==> config.mk <==
export PLATFORM = sky130hd
export DESIGN_NAME = cpu_cfg_slave
export DESIGN_NICKNAME = d
export VERILOG_FILES = /design/src/rtl/cpu_cfg_slave.sv
export SDC_FILE = /design/constraint.sdc
export NUM_CORES = 1
export LEC_CHECK = 0
export CAP_MARGIN = 20
export CORE_MARGIN = 8
export CORE_UTILIZATION = 25
export DETAILED_ROUTE_END_ITERATION = 10
export GPL_TIMING_DRIVEN = 0
export PLACE_DENSITY = 0.54
export SYNTH_ARGS = -nofsm -noshare
export SYNTH_HDL_FRONTEND = slang
export SYNTH_SLANG_ARGS = --single-unit
==> constraint.sdc <==
create_clock -name Clk -period 2 [get_ports Clk]
set_input_delay 0.4 -clock Clk [delete_from_list [all_inputs] [get_ports Clk]]
set_output_delay 0.4 -clock Clk [all_outputs]
set_load 0.05 [all_outputs]
==> src/rtl/cpu_cfg_slave.sv <==
// CPU-side configuration/status register slave serving NUM_CH FIFO channels.
// A CS rising edge captures one access; it completes with Ready/Err one clock later.
module cpu_cfg_slave #(
    parameter int DATA_W = 8,
    parameter int ADDR_W = 4,
    parameter int NUM_CH = 2
) (
    input  logic                     Clk,
    input  logic                     Rst,
    input  logic                     CS,
    input  logic                     Rd_Wr,
    input  logic [ADDR_W-1:0]        Addr,
    input  logic [DATA_W-1:0]        DataIn,
    output logic [DATA_W-1:0]        DataOut,
    output logic                     Ready,
    output logic                     Err,
    input  logic [NUM_CH*DATA_W-1:0] Level,
    input  logic [NUM_CH-1:0]        Ovf,
    output logic [NUM_CH*DATA_W-1:0] AfThresh,
    output logic                     Enable,
    output logic                     SoftRst,
    output logic                     Irq
);
    localparam logic [DATA_W-1:0] AF_RST = {{(DATA_W-1){1'b1}}, 1'b0};

    typedef enum logic {ST_IDLE, ST_ACCESS} state_t;
    state_t state_q, state_d;

    logic              cs_low_q, cs_low_d;
    logic              rd_q, rd_d;
    logic [ADDR_W-1:0] addr_q, addr_d;
    logic [DATA_W-1:0] wdata_q, wdata_d;
    logic [DATA_W-1:0] lvl_q, lvl_d;
    logic              en_q, en_d;
    logic [NUM_CH-1:0] stat_q, stat_d;
    logic [NUM_CH-1:0] mask_q, mask_d;
    logic [DATA_W-1:0] scratch_q, scratch_d;
    logic [DATA_W-1:0] af_q [NUM_CH];
    logic [DATA_W-1:0] af_d [NUM_CH];
    logic [DATA_W-1:0] dout_q, dout_d;
    logic              ready_q, ready_d;
    logic              err_q, err_d;
    logic              srst_q, srst_d;
    logic              irq_q, irq_d;

    logic              start;
    logic              done;
    logic              wr_en;
    logic              hit;
    logic              ro;
    logic [DATA_W-1:0] rdata;
    logic [NUM_CH-1:0] clr;
    logic [DATA_W-1:0] lvl_ch [NUM_CH];

    for (genvar g = 0; g < NUM_CH; g++) begin : g_ch
        assign lvl_ch[g]                    = Level[g*DATA_W +: DATA_W];
        assign AfThresh[g*DATA_W +: DATA_W] = af_q[g];
    end

    // cs_low_q only arms after CS is seen low, so CS held across reset starts nothing
    always_comb begin
        start    = CS && cs_low_q;
        cs_low_d = ~CS;
        rd_d     = rd_q;
        addr_d   = addr_q;
        wdata_d  = wdata_q;
        lvl_d    = lvl_q;
        if (start) begin
            rd_d    = Rd_Wr;
            addr_d  = Addr;
            wdata_d = DataIn;
            lvl_d   = '0;
            for (int unsigned c = 0; c < NUM_CH; c++) begin
                if (Addr == ADDR_W'(5 + 2*c)) lvl_d = lvl_ch[c];
            end
        end
    end

    always_comb begin
        state_d = state_q;
        case (state_q)
            ST_IDLE:   if (start) state_d = ST_ACCESS;
            ST_ACCESS: state_d = ST_IDLE;
            default:   state_d = ST_IDLE;
        endcase
    end

    always_comb begin
        done      = (state_q == ST_ACCESS);
        wr_en     = done && !rd_q;
        hit       = 1'b1;
        ro        = 1'b0;
        rdata     = '0;
        clr       = '0;
        en_d      = en_q;
        mask_d    = mask_q;
        scratch_d = scratch_q;
        af_d      = af_q;
        srst_d    = 1'b0;
        case (addr_q)
            ADDR_W'(0): begin
                rdata = DATA_W'(en_q);
                if (wr_en) begin
                    en_d   = wdata_q[0];
                    srst_d = wdata_q[1];
                end
            end
            ADDR_W'(1): begin
                rdata = DATA_W'(stat_q);
                if (wr_en) clr = NUM_CH'(wdata_q);
            end
            ADDR_W'(2): begin
                rdata = DATA_W'(mask_q);
                if (wr_en) mask_d = NUM_CH'(wdata_q);
            end
            ADDR_W'(3): begin
                rdata = scratch_q;
                if (wr_en) scratch_d = wdata_q;
            end
            default: begin
                hit = 1'b0;
                for (int unsigned c = 0; c < NUM_CH; c++) begin
                    if (addr_q == ADDR_W'(4 + 2*c)) begin
                        hit   = 1'b1;
                        rdata = af_q[c];
                        if (wr_en) af_d[c] = wdata_q;
                    end else if (addr_q == ADDR_W'(5 + 2*c)) begin
                        hit   = 1'b1;
                        ro    = 1'b1;
                        rdata = lvl_q;
                    end
                end
            end
        endcase
        ready_d = done;
        err_d   = done && (!hit || (ro && !rd_q));
        dout_d  = (done && rd_q) ? rdata : dout_q;
        // new overflow events win over a same-cycle W1C clear
        stat_d  = (stat_q & ~clr) | Ovf;
        irq_d   = |(stat_q & mask_q);
    end

    always_ff @(posedge Clk) begin
        if (Rst) begin
            state_q   <= ST_IDLE;
            cs_low_q  <= 1'b0;
            rd_q      <= 1'b0;
            addr_q    <= '0;
            wdata_q   <= '0;
            lvl_q     <= '0;
            en_q      <= 1'b0;
            stat_q    <= '0;
            mask_q    <= '0;
            scratch_q <= '0;
            for (int unsigned c = 0; c < NUM_CH; c++) af_q[c] <= AF_RST;
            dout_q    <= '0;
            ready_q   <= 1'b0;
            err_q     <= 1'b0;
            srst_q    <= 1'b0;
            irq_q     <= 1'b0;
        end else begin
            state_q   <= state_d;
            cs_low_q  <= cs_low_d;
            rd_q      <= rd_d;
            addr_q    <= addr_d;
            wdata_q   <= wdata_d;
            lvl_q     <= lvl_d;
            en_q      <= en_d;
            stat_q    <= stat_d;
            mask_q    <= mask_d;
            scratch_q <= scratch_d;
            af_q      <= af_d;
            dout_q    <= dout_d;
            ready_q   <= ready_d;
            err_q     <= err_d;
            srst_q    <= srst_d;
            irq_q     <= irq_d;
        end
    end

    assign DataOut = dout_q;
    assign Ready   = ready_q;
    assign Err     = err_q;
    assign Enable  = en_q;
    assign SoftRst = srst_q;
    assign Irq     = irq_q;

endmodule

==> results of run 1 <==
[state kept, by name, indices dropped and copies added (netlist names), 2 cells and up]
name       cells
scratch_q      8
mask_q         2
AfThresh      16
lvl_q          8
DataOut        8
addr_q         4
wdata_q        8
stat_q         2
[synthesized netlist by cell type, drive strengths merged (2+ instances only)]
library cell and number:
nor2b 3, inv 4, nand3 11, nand2b 8, mux2 10, o211ai 8
a311oi 2, clkbuf 24, a21oi 26, nand2 34, nor4 14, buf 10
nand4 2, nor3 10, and2 2, dfxtp 64, o31ai 2, nor2 13
a22oi 2, a31oi 21, o21ai 32, or2b 2, a221oi 8
[through the flow]
step	std cells	hold slack, ns
after floorplan	327	0.447
after global placement	529	0.465
after detailed placement	529	0.468
after CTS	545	0.479
after global routing	545	0.502
final	545	0.481
[metal layers]
layer | GRT usage (%) | part of all wire [%] | wire length, um | vias to the layer above
li1 | - | - | - | 1353
met1 | 16.0 | 44 | 4090 | 1271
met2 | 20.0 | 45 | 4130 | 109
met3 | 4.16 | 9.3 | 860 | 17
met4 | 6.40 | 2.0 | 190 | 0
met5 | 0 | 0 | 0 | -
[final timing paths]
check,startpoint,end,cells past startpoint
setup / recovery,AfThresh[4],AfThresh[4],1
hold / removal,scratch_q[6],scratch_q[6],2
setup reg to reg,addr_q[0],DataOut[0],5
hold reg to reg,scratch_q[6],scratch_q[6],2
[final cells by class]
cell class              count  area, um2
plain buffers              34        163
clock buffers              11        151
clock inverters             5       78.8
fillers                  1154       7040
inverters                   4       15.0
multi-input cells         225       1350
flip-flops and latches     64       1280
well taps                 140        175
repair buffers             62        634
[power groups by stage]
stage	Combinational, mW	Sequential (mW)	Clock [mW]
2_1_floorplan	0.107	1.34	0
3_3_place_gp	0.218	1.35	0
3_5_place_dp	0.220	1.35	0
4_1_cts	0.220	1.32	1.31
5_1_grt	0.240	1.32	1.37
6_report	0.220	1.32	1.29
[repair_timing]
action	4_1_cts	5_1_grt
pin swaps	0	0
resized for setup	1	6
hold endpoints to repair	0	0
setup endpoints to repair	1	6
[kinds of logic after synthesis]
family,count (synthesis),share of synthesized area (%)
compound gates,105,23.0
buf+inv,38,6.32
flops,64,45.6
mux,10,4.01
simple gates,110,21.1
==> metrics, run 1 <==
outcome=finished clean; Post-Route Skew=0.0122 ns; Leak=1.29 nW; Post-synth EDFFs=0; drt total wl=9270 um; global-route wire length before repair=14800 um; top post-synthesis cells by area=dfxtp_1, a31oi_1, a21oi_1, nand2_1, o21ai_0; Total GRT Usage=13.0%; fraction of layout cells with a size suffix above 1=10.4%; Period minus WS final=1.96 ns; Yosys cell types=43; htree depth=3; Clock Power Share=45.5%; Area Growth Syn to Fin=37.0%; antenna-violating nets left=0; Post-DP HPWL=7100 um; antenna violations before repair=0; Post-Syn Nets=361; hold buffer count at CTS=0; Avg Vias per Cell=5.05; Buffers on Ports=62; CTS tree=done; warnings from Yosys=0; number of endpoints failing setup at the final stage=0; commonest non-fill, non-tap cell in the layout=dfxtp_1; Post-route DRC=0; crit path kind=reg -> out; net switching fraction of the power=23.3%; area leader, netlist=dfxtp_1; max incr delay on CP=0.83 ns; clock tree buffer depth=2; Ports=63; Die Y=122 um; core area=0.0109 mm2; fin area=0.00385 mm2; Worst Setup End Kind=output port; fin nets=434; clock latency on the worst-skew pair=0.36 ns; Worst-Margin Slew=0.611 ns; Hold WC Path Type=reg -> reg; PwrDens=734 mW/mm2; Async SR Flop Fraction=0%; Sequential Power Share=46.7%; CP Data Required Time=1.60 ns; Pre-antenna DRT Iters=4; clk slew on worst S/H paths=0.08 ns; fin crit share=98.2%; sequential fraction of the synthesis area=45.6%; CP delay by family, top=buffers and inverters; Max Cap Violations=0; Comb pwr share=7.8%; CTS Root Cell=clkbuf_8; CP Max Fanout=3; Post-DP Area=0.00360 mm2; crit path launch type=flop; Max Fclk=0.509 GHz; die width=122 um; Avg WL per Cell=17.0 um; Syn Area/Cell=8.59 um2; clock sinks=64; setup slack after layout=0.0361 ns; WP buf/inv=1; GRT Residual Overflow=0; routed via count=2750; Final Wtd Congestion=0.831; Yosys reg bits=64; RSZ-0062 raised after global routing=false; total CTS buffers=9; Final Hold Viols=0; initial core utilization=25.8%; Internal=2.17 mW; Final Max Slew Viols=0; r2r setup slk=0.19 ns; vias in the first global route=2771; Mapped Area=0.00281 mm2; area fraction of the dominant cell type after synthesis=45.6%; Final Util=35.3%; maximum vdd ir drop=0.000245 V; Final Total Pwr=2.83 mW; Inserted Diodes=0; Post-Synthesis Cells=327; max_slew headroom=59.1%; # rows=38; Arrival @ worst endpoint=1.56 ns; Sw Pwr=658 uW; DIE AREA=0.0149 mm2; DP Worst Slack=-0.0678 ns; dominant synthesized flop cell=dfxtp_1; TNS Setup=0 ns; commonest non-fill, non-tap cells in the layout=dfxtp_1, clkdlybuf4s50_1, nand2_1; slowest cell on the critical path=clkdlybuf4s50_1; initial drt markers=137; postcts setup bufs=0; largest net degree at the start of global routing=12; crit-path cells=clkdlybuf4s50_1
Power figures use the tool's default switching activity.
==> run 2: changes to the inputs <==
- CAP_MARGIN: 20 -> unset
- PLACE_DENSITY: 0.54 -> 0.44
==> metrics, run 2 (same netlist as run 1, synthesis figures left out) <==
fin crit share=97.7%; total CTS buffers=9; number of gates resized after cts=1; clock sinks=64; number of endpoints failing setup at the final stage=0; Arrival @ worst endpoint=1.55 ns; Post-Route Skew=0.00781 ns; Clock Power Share=41.4%; max incr delay on CP=0.82 ns; CP Data Required Time=1.60 ns; net switching fraction of the power=24.1%; Pre-antenna DRT Iters=4; Sw Pwr=636 uW; commonest non-fill, non-tap cells in the layout=dfxtp_1, clkdlybuf4s50_1, nand2_1; DIE AREA=0.0149 mm2; CTS Root Cell=clkbuf_8; Internal=2.00 mW; CP Max Fanout=3; Comb pwr share=8.5%; Inserted Diodes=0; clk slew on worst S/H paths=0.07 ns; CTS tree=done; Min Hold Slack=0.472 ns; WP buf/inv=1; Post-route DRC=0; Max Cap Violations=0; vias in the first global route=2760; drt total wl=9570 um; Worst-Margin Slew=0.650 ns; Max Fclk=0.512 GHz; htree depth=3; slowest cell on the critical path=clkdlybuf4s50_1; CP delay by family, top=buffers and inverters; PwrDens=694 mW/mm2; die width=122 um; Sequential Power Share=50.1%; crit path kind=reg -> out; global-route wire length before repair=15000 um; crit path launch type=flop; max_slew headroom=56.5%; Avg Vias per Cell=4.97; GRT Residual Overflow=0; Buffers on Ports=62; hold buffer count at CTS=0; Final Hold Viols=0; outcome=finished clean; antenna violations before repair=0; largest net degree at the start of global routing=11; Worst Setup End Kind=output port; fin nets=434; Leak=1.25 nW; Period minus WS final=1.95 ns; Hold WC Path Type=reg -> reg; postcts setup bufs=0; Final Max Slew Viols=0; Avg WL per Cell=17.6 um; antenna-violating nets left=0; maximum vdd ir drop=0.000264 V; commonest non-fill, non-tap cell in the layout=dfxtp_1; # rows=38; clock tree buffer depth=2; Post-DP HPWL=7250 um; clock latency on the worst-skew pair=0.35 ns; fraction of layout cells with a size suffix above 1=10.1%; initial drt markers=153; initial core utilization=25.8%; Area Growth Syn to Fin=35.1%; Die Y=122 um; core area=0.0109 mm2; Final Wtd Congestion=0.816; TNS Setup=0 ns; crit-path cells=clkdlybuf4s50_1; routed via count=2701; Total GRT Usage=13.1%; RSZ-0062 raised after global routing=false; max reg flops=16; Ports=63
-- run 2: final cells by class --
cell class | instances | area (um2)
inverter | 4 | 15.0
clock inverter | 4 | 45.0
fill | 1189 | 7090
buffer | 34 | 164
clock buffer | 11 | 141
tap | 140 | 175
sequential | 64 | 1280
multi-input combinational | 225 | 1350
timing repair buffer | 62 | 624
-- run 2: metal layers --
| metal | GRT usage [%] | wire [um] |
|---|---|---|
| met1 | 17.4 | 4550 |
| met2 | 19.1 | 4170 |
| met3 | 3.93 | 689 |
| met4 | 6.09 | 157 |
| met5 | 0 | 0 |
-- run 2: metrics by stage --
step / setup WS, ns / power (mW) / std cells / utilization, % / cell area, um2
floorplan: 0.529 / 1.45 / 327 / - / 2810
finish: 0.0450 / 2.63 / 544 / 34.9 / 3800
global route: 0.00212 / 2.74 / 544 / 34.9 / 3800
detailed placement: -0.122 / 1.57 / 529 / 33.1 / 3600
global placement: -0.0916 / 1.57 / 529 / 33.1 / 3600
CTS: 0.0125 / 2.67 / 544 / 34.8 / 3790
-- run 2: power groups by stage --
stage	clock network, mW	logic (mW)	registers, mW
floorplan	0	0.107	1.34
global placement	0	0.223	1.35
detailed placement	0	0.224	1.35
CTS	1.12	0.224	1.32
global route	1.17	0.243	1.32
finish	1.09	0.224	1.32
-- run 2: final timing paths --
path                                    from     endpoint  slack, ns  cells after the start
worst max-delay path             AfThresh[8]  AfThresh[8]       0.05                      1
worst min-delay path            scratch_q[4]   DataOut[4]       0.47                      2
worst max register to register     addr_q[3]   DataOut[0]       0.24                      6
worst min register to register  scratch_q[4]   DataOut[4]       0.47                      2
==> run 3: changes to the inputs <==
- CAP_MARGIN: unset -> 20
==> results of run 3 <==
No change in the layout: final DEF, timing and power equal those of run 2.
